===== src/rtl/spi_pkg.sv =====
// Shared types for the SPI master: FSM state encoding, {CPOL,CPHA} mode codes
// and a constant ceil-log2 helper used to size counters.
package spi_pkg;

    typedef enum logic [2:0] {
        ST_IDLE  = 3'd0,
        ST_SETUP = 3'd1,
        ST_XFER  = 3'd2,
        ST_HOLD  = 3'd3,
        ST_GAP   = 3'd4
    } spi_state_t;

    localparam logic [1:0] MODE0 = 2'b00;
    localparam logic [1:0] MODE1 = 2'b01;
    localparam logic [1:0] MODE2 = 2'b10;
    localparam logic [1:0] MODE3 = 2'b11;

    function automatic int clog2(input int value);
        int result;
        result = 0;
        for (int i = 0; i < 31; i++) begin
            if ((1 << i) < value) result = i + 1;
        end
        return result;
    endfunction

endpackage


===== src/rtl/spi_clk_gen.sv =====
// Half-period timer: one-cycle tick every HALF_DIV clk cycles while enabled.
// Latency: first tick HALF_DIV cycles after enable rises; counter clears whenever disabled.
module spi_clk_gen
    import spi_pkg::*;
#(
    parameter int HALF_DIV = 4
) (
    input  logic i_clk,
    input  logic i_rstb,
    input  logic i_en,
    output logic o_tick
);

    localparam int CW = (clog2(HALF_DIV + 1) < 1) ? 1 : clog2(HALF_DIV + 1);
    localparam logic [CW-1:0] LAST = CW'(HALF_DIV - 1);

    logic [CW-1:0] r_cnt;

    // Wrapping at the tick doubles as the per-state clear, since every state change lands on a tick.
    always_ff @(posedge i_clk or negedge i_rstb) begin
        if (!i_rstb) begin
            r_cnt <= '0;
        end else if (!i_en || (r_cnt == LAST)) begin
            r_cnt <= '0;
        end else begin
            r_cnt <= r_cnt + 1'b1;
        end
    end

    assign o_tick = i_en && (r_cnt == LAST);

endmodule


===== src/rtl/spi_master.sv =====
// Single-clock SPI master: one DATA_WIDTH-bit MSB-first frame per accepted start, all CPOL/CPHA modes.
// csb low for (2*DATA_WIDTH+2)*HALF_DIV cycles; start is ignored while busy; all outputs registered.
module spi_master
    import spi_pkg::*;
#(
    parameter int DATA_WIDTH = 16,
    parameter int HALF_DIV   = 4
) (
    input  logic                  clk,
    input  logic                  rstb,
    input  logic                  CPOL,
    input  logic                  CPHA,
    input  logic                  start,
    input  logic [DATA_WIDTH-1:0] datai,
    output logic [DATA_WIDTH-1:0] datao,
    output logic                  busy,
    output logic                  done,
    output logic                  sclk,
    output logic                  csb,
    output logic                  dout,
    input  logic                  din
);

    localparam int EW = clog2(2 * DATA_WIDTH + 1);
    localparam logic [EW-1:0] LAST_EDGE = EW'(2 * DATA_WIDTH - 1);

    spi_state_t            r_state;
    logic [1:0]            r_mode;
    logic [DATA_WIDTH-1:0] r_tx;
    logic [DATA_WIDTH-1:0] r_rx;
    logic [DATA_WIDTH-1:0] r_datao;
    logic [EW-1:0]         r_edge_cnt;
    logic                  r_csb;
    logic                  r_sclk;
    logic                  r_dout;
    logic                  r_busy;
    logic                  r_done;

    logic w_tick;
    logic w_cg_en;
    logic w_odd_edge;
    logic w_cpha0;
    logic w_sample;

    assign w_cg_en    = (r_state != ST_IDLE);
    assign w_odd_edge = ~r_edge_cnt[0];
    assign w_sample   = (w_odd_edge == w_cpha0);

    always_comb begin
        w_cpha0 = 1'b0;
        case (r_mode)
            MODE0, MODE2: w_cpha0 = 1'b1;
            MODE1, MODE3: w_cpha0 = 1'b0;
        endcase
    end

    spi_clk_gen #(
        .HALF_DIV (HALF_DIV)
    ) u_clk_gen (
        .i_clk  (clk),
        .i_rstb (rstb),
        .i_en   (w_cg_en),
        .o_tick (w_tick)
    );

    always_ff @(posedge clk or negedge rstb) begin
        if (!rstb) begin
            r_state    <= ST_IDLE;
            r_mode     <= MODE0;
            r_tx       <= '0;
            r_rx       <= '0;
            r_datao    <= '0;
            r_edge_cnt <= '0;
            r_csb      <= 1'b1;
            r_sclk     <= 1'b0;
            r_dout     <= 1'b0;
            r_busy     <= 1'b0;
            r_done     <= 1'b0;
        end else begin
            r_done <= 1'b0;
            case (r_state)
                ST_IDLE: begin
                    r_csb  <= 1'b1;
                    r_sclk <= CPOL;
                    if (start) begin
                        r_mode     <= {CPOL, CPHA};
                        r_tx       <= datai;
                        r_rx       <= '0;
                        r_edge_cnt <= '0;
                        r_csb      <= 1'b0;
                        r_busy     <= 1'b1;
                        if (!CPHA) r_dout <= datai[DATA_WIDTH-1];
                        r_state    <= ST_SETUP;
                    end
                end
                ST_SETUP: begin
                    r_sclk <= r_mode[1];
                    if (w_tick) begin
                        r_edge_cnt <= '0;
                        r_state    <= ST_XFER;
                    end
                end
                ST_XFER: begin
                    if (w_tick) begin
                        r_sclk     <= ~r_sclk;
                        r_edge_cnt <= r_edge_cnt + 1'b1;
                        if (w_sample) begin
                            r_rx <= {r_rx[DATA_WIDTH-2:0], din};
                        end else if (!w_cpha0) begin
                            r_dout <= r_tx[DATA_WIDTH-1];
                            r_tx   <= {r_tx[DATA_WIDTH-2:0], 1'b0};
                        end else if (r_edge_cnt != LAST_EDGE) begin
                            // MSB was already on the wire at csb fall, so the trailing edge presents the next bit.
                            r_dout <= r_tx[DATA_WIDTH-2];
                            r_tx   <= {r_tx[DATA_WIDTH-2:0], 1'b0};
                        end
                        if (r_edge_cnt == LAST_EDGE) begin
                            r_edge_cnt <= '0;
                            r_state    <= ST_HOLD;
                        end
                    end
                end
                ST_HOLD: begin
                    r_sclk <= r_mode[1];
                    if (w_tick) begin
                        r_csb      <= 1'b1;
                        r_done     <= 1'b1;
                        r_datao    <= r_rx;
                        r_edge_cnt <= '0;
                        r_state    <= ST_GAP;
                    end
                end
                ST_GAP: begin
                    r_sclk <= CPOL;
                    if (w_tick) begin
                        r_busy  <= 1'b0;
                        r_state <= ST_IDLE;
                    end
                end
                default: begin
                    r_state <= ST_IDLE;
                end
            endcase
        end
    end

    assign datao = r_datao;
    assign busy  = r_busy;
    assign done  = r_done;
    assign sclk  = r_sclk;
    assign csb   = r_csb;
    assign dout  = r_dout;

endmodule


===== config.mk =====
export PLATFORM = sky130hd
export DESIGN_NAME = spi_master
export DESIGN_NICKNAME = d
export VERILOG_FILES = /design/src/rtl/spi_pkg.sv /design/src/rtl/spi_clk_gen.sv /design/src/rtl/spi_master.sv
export SDC_FILE = /design/constraint.sdc
export NUM_CORES = 1
export LEC_CHECK = 0
export ABC_AREA = 1
export CELL_PAD_IN_SITES_DETAIL_PLACEMENT = 1
export CELL_PAD_IN_SITES_GLOBAL_PLACEMENT = 1
export CORE_ASPECT_RATIO = 0.6
export CORE_MARGIN = 2
export CORE_UTILIZATION = 42
export DETAILED_ROUTE_END_ITERATION = 10
export PLACE_DENSITY = 0.8
export SYNTH_ARGS = -nofsm -noshare
export SYNTH_HDL_FRONTEND = slang
export SYNTH_SLANG_ARGS = --single-unit

===== constraint.sdc =====
create_clock -name clk -period 1.9 [get_ports clk]
set_input_delay 0.57 -clock clk [delete_from_list [all_inputs] [get_ports clk]]
set_output_delay 0.57 -clock clk [all_outputs]
set_load 0.05 [all_outputs]

==> Implementation_results.wiki, run 1 <==
{| class="wikitable"
! Metric !! Value
|-
| Result of the run || finished clean
|-
| Htree depth || 3
|-
| I/O pin count || 43
|-
| Max Cap Violations || 0
|-
| Clk Latency, worst-skew pair || 330 ps
|-
| Remaining max-slew budget at the tightest pin || 62.5%
|-
| Aggregate negative setup slack || 0 ps
|-
| Worst vdd rail ir drop || 0.893 mV
|-
| Post-synthesis cell type count || 33
|-
| CP Max Fanout || 4
|-
| Layout Cells excl Fill || 517
|-
| Yosys top cell by area || sky130_fd_sc_hd__dfrtp_1
|-
| CTS tree || done
|-
| Sequential share of the synthesized area || 52.4%
|-
| Clk Tree Root Cell || sky130_fd_sc_hd__clkbuf_16
|-
| Req. time, crit path || 2120 ps
|-
| Sequence of cells on the critical path || ha_1 -> nand4_1 -> o21ai_0 -> nand3_1 -> nand2_1 -> nand2_1
|-
| Largest net degree at the start of global routing || 68
|-
| Post-route ant nets || 0
|-
| Proportion of synthesized area in mux cells || 0.351%
|-
| Adder and majority gate portion of the synthesized area || 1.17%
|-
| Fraction of the mapped netlist area in simple logic gates || 29.2%
|-
| Layout Nets || 433
|-
| Category of the worst setup path launch point || flip-flop
|-
| Delay contributed by the slowest stage of the critical path || 500 ps
|-
| Top cell family by delay on the critical path || simple AND/OR/NAND/NOR gates
|-
| Synthesized cell area || 3200 µm²
|-
| Actual transition at the worst max-transition pin || 557 ps
|-
| Placed Cells || 501
|-
| Maximum achievable frequency || 570 MHz
|-
| Endpoint kind of the worst setup timing path || flip-flop
|-
| Detailed placer's ending HPWL || 5300 µm
|-
| Length of the first detailed-routing pass in iterations || 4
|-
| Arrival time worst endpoint || 1970 ps
|-
| Synthesized netlist net count || 379
|-
| Share of async-settable or async-resettable flops after synthesis || 100%
|-
| Initial DRC count || 110
|-
| Routed Wire Length || 7670 µm
|-
| Fin. Hold Viols || 0
|-
| Max Slew Vio Count || 0
|-
| Share of the cycle needed by the critical path after routing || 92.3%
|-
| List of most frequent post-synthesis cells || 115 x sky130_fd_sc_hd__nand2_1, 66 x sky130_fd_sc_hd__dfrtp_1, 23 x sky130_fd_sc_hd__o21ai_0
|-
| Count of flip-flops with a built-in enable after synthesis || 0
|-
| Global-route wire length before repair || 13500 µm
|-
| Vias in the first global route || 2719
|-
| Combinational family with the most area after synthesis || simple AND/OR/NAND/NOR gates
|-
| Largest cells by area after synthesis || sky130_fd_sc_hd__dfrtp_1 52%, sky130_fd_sc_hd__nand2_1 13%, sky130_fd_sc_hd__o21ai_2 4.1%
|-
| Wire length per cell || 14.8 µm
|-
| Worst Clk Skew || 6.09 ps
|-
| Antenna cells || 0
|-
| Sink count of the clock tree || 67
|-
| Gp weighted congestion || 0.752
|-
| Startpoint-to-endpoint class of the critical path || reg2reg
|-
| Final core utilization || 56.0%
|-
| Cell type with the highest occurrence count on the critical path || sky130_fd_sc_hd__nand2_1
|-
| Compound-gate portion of the synthesized area || 11.7%
|-
| IO Port Bufs || 42
|-
| Worst min-delay path class || in2async
|-
| Most used standard cell by instance count after synthesis || sky130_fd_sc_hd__nand2_1
|-
| Final setup violation count || 0
|-
| Initial core utilization || 43.7%
|-
| Cell type of the slowest stage on the worst timing path || sky130_fd_sc_hd__o21ai_0
|-
| Yosys reg bits || 67
|-
| GRT Resource Usage Total || 21.1%
|-
| Die area || 8370 µm²
|-
| Detailed-route vias per instance || 4.95
|-
| Buffers & Inverters on Critical Path || 0
|-
| Min Tclk post-route || 1750 ps
|-
| Number of cells on the worst reg-to-reg path || 6
|-
| Xor and xnor area share after synthesis || 0.273%
|-
| Antenna violations before repair || 0
|-
| Clock-pin slew of the registers on the worst-case setup and hold paths || 50 ps
|-
| Area growth from synthesis to final layout || 28.2%
|-
| Layout cells sized above 1 || 28.1%
|-
| Count of warnings emitted by yosys || 0
|-
| Global-route congestion overflow total || 0
|-
| Setup repair after global routing missed its margin || false
|-
| DRC violations left || 0
|-
| Ys flop type || sky130_fd_sc_hd__dfrtp_1
|-
| Width of the die || 117 µm
|-
| Synth Area per Inst || 9.05 µm²
|-
| Clock tree buffer depth || 2
|-
| Leakage || 1.94 nW
|-
| Logic depth of the worst setup path including buffers || 6
|-
| Power density over the cells || 1610 nW/µm²
|-
| Power Total || 0.00662 W
|-
| Count of mapped cells out of synthesis || 354
|-
| Y dimension of the die || 71.7 µm
|-
| # rows || 24
|-
| Via count || 2560
|-
| Core Area || 7330 µm²
|-
| Top cell type's share of synthesized area || 51.5%
|-
| Clock buffer count from CTS || 9
|-
| Post-CTS setup-driven buffer insertion count || 0
|}
[cell families (layout without fill, tap and decap cells)]
family	Yosys count	after routing
xor gates and xnor gates	1	1
AOI/OAI and AO/OA	62	62
DFF	67	67
buffers and inverters	30	89
muxes	1	1
and+or+nand+nor	190	190
adders and majority gates	3	3
[worst paths after layout]
kind                                     from            endpoint  slack, ps
hold reg to reg            u_clk_gen.r_cnt[0]  u_clk_gen.r_cnt[0]        440
setup reg to reg                r_edge_cnt[1]          r_state[0]        150
max in group asynchronous                rstb                 csb       1330
hold / removal                           rstb            r_tx[14]        250
setup / recovery                r_edge_cnt[1]          r_state[0]        150
min in group clk           u_clk_gen.r_cnt[0]  u_clk_gen.r_cnt[0]        440
[what timing repair did]
| item | CTS | global route |
|---|---|---|
| setup endpoints to repair | 0 | 1 |
| hold buffers | 0 | 0 |
| gates resized for setup | 0 | 1 |
| endpoints found under the hold margin | 0 | 0 |
[report_power, final]
part           switching, W  internal (W)
sequential         0.000263       0.00176
clock              0.000598       0.00108
combinational       0.00174       0.00117
[final cells by class]
type	count	area (µm²)
Sequential cell	67	1680
Fill cell	880	3220
Clock inverter	4	48.8
Tap cell	104	130
Inverter	16	62.6
Timing Repair Buffer	57	563
Multi-Input combinational cell	257	1370
Clock buffer	12	256
[per-layer routing]
metal  up-vias  routed length (µm)  part of all wire, %  track usage, %
met4         0                  69                 0.90            6.41
met3         8                 287                  3.7            5.41
li1       1256                   -                    -               -
met2        33                3400                   44            32.0
met5         -                   0                    0               0
met1      1263                3910                   51            29.9
[metrics by stage]
| stage | hold slack [ps] | worst slack [ps] | cell area [µm²] |
|---|---|---|---|
| after floorplan | 274 | 309 | 3200 |
| after global placement | 421 | -42.4 | 3800 |
| after detailed placement | 448 | -67.8 | 3800 |
| after CTS | 263 | 107 | 4110 |
| after global routing | 283 | 37.6 | 4110 |
| final | 254 | 147 | 4110 |
[registers in the layout (all words and copies together) (netlist names)]
register,count
dout,1
datao,16
u_clk_gen.r_cnt,3
sclk,1
r_rx,16
csb,1
r_edge_cnt,6
r_mode,2
busy,1
done,1
r_state,3
r_tx,16
[placed cells by master, fill, tap and decap left out, drive strengths merged, types with 3 or more instances in the layout]
cell type	synthesis	final
nor2	14	14
clkdlybuf4s50	0	20
nand2	137	137
o21ai	55	55
nand4	6	6
clkinv	0	3
clkbuf	4	12
ha	3	3
nand3	17	17
dfrtp	66	66
buf	10	37
or2	14	14
inv	16	16
a21oi	4	4
No activity file was read; power rests on OpenSTA's default activity.
==> run 2, diff against run 1 <==
CTS_CLUSTER_DIAMETER = 40   (was default)
==> results of run 2 <==
The final DEF is identical to that of run 1; final timing and power are the same.
==> run 3, diff against run 2 <==
CORE_ASPECT_RATIO = default   (was 0.6)
RECOVER_POWER = 25   (was default)
==> run 3 against run 2 <==
Sequential power is essentially flat. Core utilization shrank 2.0 points. Final area shrank 3.6%.
==> Implementation_results.wiki, run 3 (synthesis gave the netlist of run 1 again) <==
{| class="wikitable"
! Metric !! Value
|-
| Post-route ant nets || 0 (unchanged)
|-
| Htree depth || 3 (unchanged)
|-
| Max Cap Violations || 0 (unchanged)
|-
| Endpoint kind of the worst setup timing path || flip-flop
|-
| Final setup violation count || 0 (unchanged)
|-
| Final core utilization || 54.0% (-2.0 points)
|-
| Antenna violations before repair || 0 (unchanged)
|-
| Fraction of power consumed by sequential logic || 33.5% (+2.9 points)
|-
| Non-Filler Cell Area, Final || 3960 µm² (-3.6%)
|-
| Arrival time worst endpoint || 2040 ps (+70 ps)
|-
| Startpoint-to-endpoint class of the critical path || reg2reg
|-
| Gp weighted congestion || 0.818 (+8.8%)
|-
| Antenna cells || 0 (unchanged)
|-
| Min Tclk post-route || 1770 ps (+21.0 ps)
|-
| DRC violations left || 0 (unchanged)
|-
| Hold Path Origin || u_clk_gen.r_cnt[0]
|-
| CTS tree || done
|-
| Area used by multi-input combinational logic || 1370 µm² (unchanged)
|-
| Delay contributed by the slowest stage of the critical path || 380 ps (-120 ps)
|-
| Req. time, crit path || 2170 ps (+50 ps)
|-
| Initial core utilization || 43.7% (about the same)
|-
| Sink count of the clock tree || 67 (unchanged)
|-
| Clock-pin slew of the registers on the worst-case setup and hold paths || 70 ps (+20 ps)
|-
| Power density over the cells || 1520 nW/µm² (-5.9%)
|-
| R2R Setup Slk || 130 ps (-20 ps)
|-
| Share of power burned in the clock network || 20.3% (-5.1 points)
|-
| Category of the worst setup path launch point || flip-flop
|-
| Result of the run || finished clean
|-
| Width of the die || 91.3 µm (-22%)
|-
| # fillers || 869 (-1.3%)
|-
| Final hold slack || 438 ps (+184 ps)
|-
| Setup ws final || 126 ps (-21.0 ps)
|-
| Routed Wire Length || 7460 µm (-2.8%)
|-
| Sequence of cells on the critical path || ha_1 -> ha_1 -> inv_2 -> nand3_2 -> nand2_2 -> nor2_8 -> nand2_4 -> buf_12 -> nand2_1 -> o21ai_2
|-
| Leakage || 1.87 nW (-3.4%)
|-
| Via count || 2598 (+1.5%)
|-
| Wire length per cell || 14.5 µm (-2.2%)
|-
| I/O pin count || 43 (unchanged)
|-
| Worst min-delay path class || reg2reg
|-
| Net switching power || 0.00253 W (-3.0%)
|-
| Number of cells on the worst reg-to-reg path || 10 (+4)
|-
| Area growth from synthesis to final layout || 23.5%
|-
| Clk Tree Root Cell || sky130_fd_sc_hd__clkbuf_8
|-
| Layout Nets || 435 (+0.46%)
|-
| Worst reg2reg path startpoint || u_clk_gen.r_cnt[0]
|-
| Top cell family by delay on the critical path || simple AND/OR/NAND/NOR gates
|-
| Length of the first detailed-routing pass in iterations || 4 (unchanged)
|-
| Worst vdd rail ir drop || 0.705 mV (-21%)
|-
| Remaining max-slew budget at the tightest pin || 1.54% (-61 points)
|-
| Y dimension of the die || 91.3 µm (+27%)
|-
| Core Area || 7330 µm² (about the same)
|-
| Reg-to-reg endpoint || r_tx[11]
|-
| Global-route wire length before repair || 13100 µm (-2.9%)
|-
| GRT Resource Usage Total || 19.8% (-1.3 points)
|-
| Detailed placer's ending HPWL || 4950 µm (-6.6%)
|-
| Cell type with the highest occurrence count on the critical path || sky130_fd_sc_hd__ha_1
|-
| Detailed-route vias per instance || 5.05 (+2.1%)
|-
| Placed Cells || 495 (-1.2%)
|-
| Global-route congestion overflow total || 0 (unchanged)
|-
| Clock tree buffer depth || 2 (unchanged)
|-
| Clock buffer count from CTS || 9 (unchanged)
|-
| Initial DRC count || 98 (-11%)
|-
| Area after DPL || 3750 µm² (-1.3%)
|-
| Share of the cycle needed by the critical path after routing || 93.4% (+1.1 points)
|-
| Actual transition at the worst max-transition pin || 1480 ps (+920 ps)
|-
| Max Slew Vio Count || 0 (unchanged)
|-
| Setup repair after global routing missed its margin || false
|-
| IO Port Bufs || 42 (unchanged)
|-
| Worst Clk Skew || 9.37 ps (+3.28 ps)
|-
| Maximum achievable frequency || 564 MHz (-1.2%)
|-
| Clk Latency, worst-skew pair || 350 ps (+20 ps)
|-
| Layout Cells excl Fill || 514 (-0.58%)
|-
| Die area || 8340 µm² (-0.28%)
|-
| Commonest cells after routing, fill and taps aside || 115 x sky130_fd_sc_hd__nand2_1, 66 x sky130_fd_sc_hd__dfrtp_1, 34 x sky130_fd_sc_hd__buf_4
|-
| Most frequent standard cell in the layout excluding fill and tap cells || sky130_fd_sc_hd__nand2_1
|-
| Internal Power || 0.00348 W (-13%)
|-
| Buffers & Inverters on Critical Path || 2 (+2)
|-
| Cell depth of the worst min-delay path || 1
|-
| Worst-case hold path end point || u_clk_gen.r_cnt[0]
|-
| Vias in the first global route || 2710 (-0.33%)
|-
| Pre-CTS WS || -51.9 ps (+15.9 ps)
|-
| Cell type of the slowest stage on the worst timing path || sky130_fd_sc_hd__dfrtp_1
|-
| Area taken by flip-flops and latches || 1680 µm² (unchanged)
|-
| Portion of total power attributed to combinational logic || 46.2% (+2.2 points)
|-
| CP Max Fanout || 24 (+20)
|-
| Share of total power consumed by net switching || 42.1% (+2.8 points)
|-
| Fin. Hold Viols || 0 (unchanged)
|-
| Layout cells sized above 1 || 28.7% (+0.59 points)
|-
| # rows || 31 (+29%)
|-
| Largest net degree at the start of global routing || 68 (unchanged)
|}
## run 3: worst max-delay path by stage
| stage | from | endpoint | slack [ps] | depth (start not counted) |
|---|---|---|---|---|
| 5_1_grt | u_clk_gen.r_cnt[0] | r_tx[6] | 7 | 10 |
| 3_5_place_dp | start | r_tx[11] | -50 | 8 |
| 6_report | u_clk_gen.r_cnt[0] | r_tx[11] | 130 | 10 |
| 4_1_cts | u_clk_gen.r_cnt[0] | r_tx[11] | 60 | 10 |
| 2_1_floorplan | u_clk_gen.r_cnt[0] | r_tx[11] | 310 | 9 |
| 3_3_place_gp | start | r_tx[11] | -30 | 8 |
## run 3: repair_timing
| action | 4_1_cts | 5_1_grt |
|---|---|---|
| buffers inserted | 0 | 3 |
| endpoints found under the setup margin | 0 | 12 |
| hold buffers | 0 | 0 |
| resized for setup | 0 | 1 |
## run 3: metrics by stage
stage	total power (W)	setup TNS, ps
floorplan	0.00406	0
global placement	0.00466	-261
detailed placement	0.00479	-582
CTS	0.00604	0
global route	0.00645	0
finish	0.00600	0
## run 3: layer usage
layer  wire, µm  part of all wire (%)  vias up  track usage [%]
li1           -                     -     1252                -
met1       3480                    47     1290             26.5
met2       3620                    49       45             32.7
met3        245                   3.3       11             3.90
met4        106                   1.4        0             5.68
met5          0                     0        -                0
## run 3: power groups by stage
stage	registers (W)	clock network [W]	logic, W
global route	0.00206	0.00131	0.00308
floorplan	0.00211	0	0.00195
CTS	0.00201	0.00124	0.00278
finish	0.00201	0.00122	0.00277
detailed placement	0.00204	0	0.00275
global placement	0.00202	0	0.00264
## run 3: area by class of cell
cell class,count,share of cell area (%)
Clock buffer,10,3.48
Clock inverter,6,1.61
Inverter,16,1.58
Multi-Input combinational cell,257,34.5
Sequential cell,67,42.4
Tap cell,99,3.13
Timing Repair Buffer,59,13.3
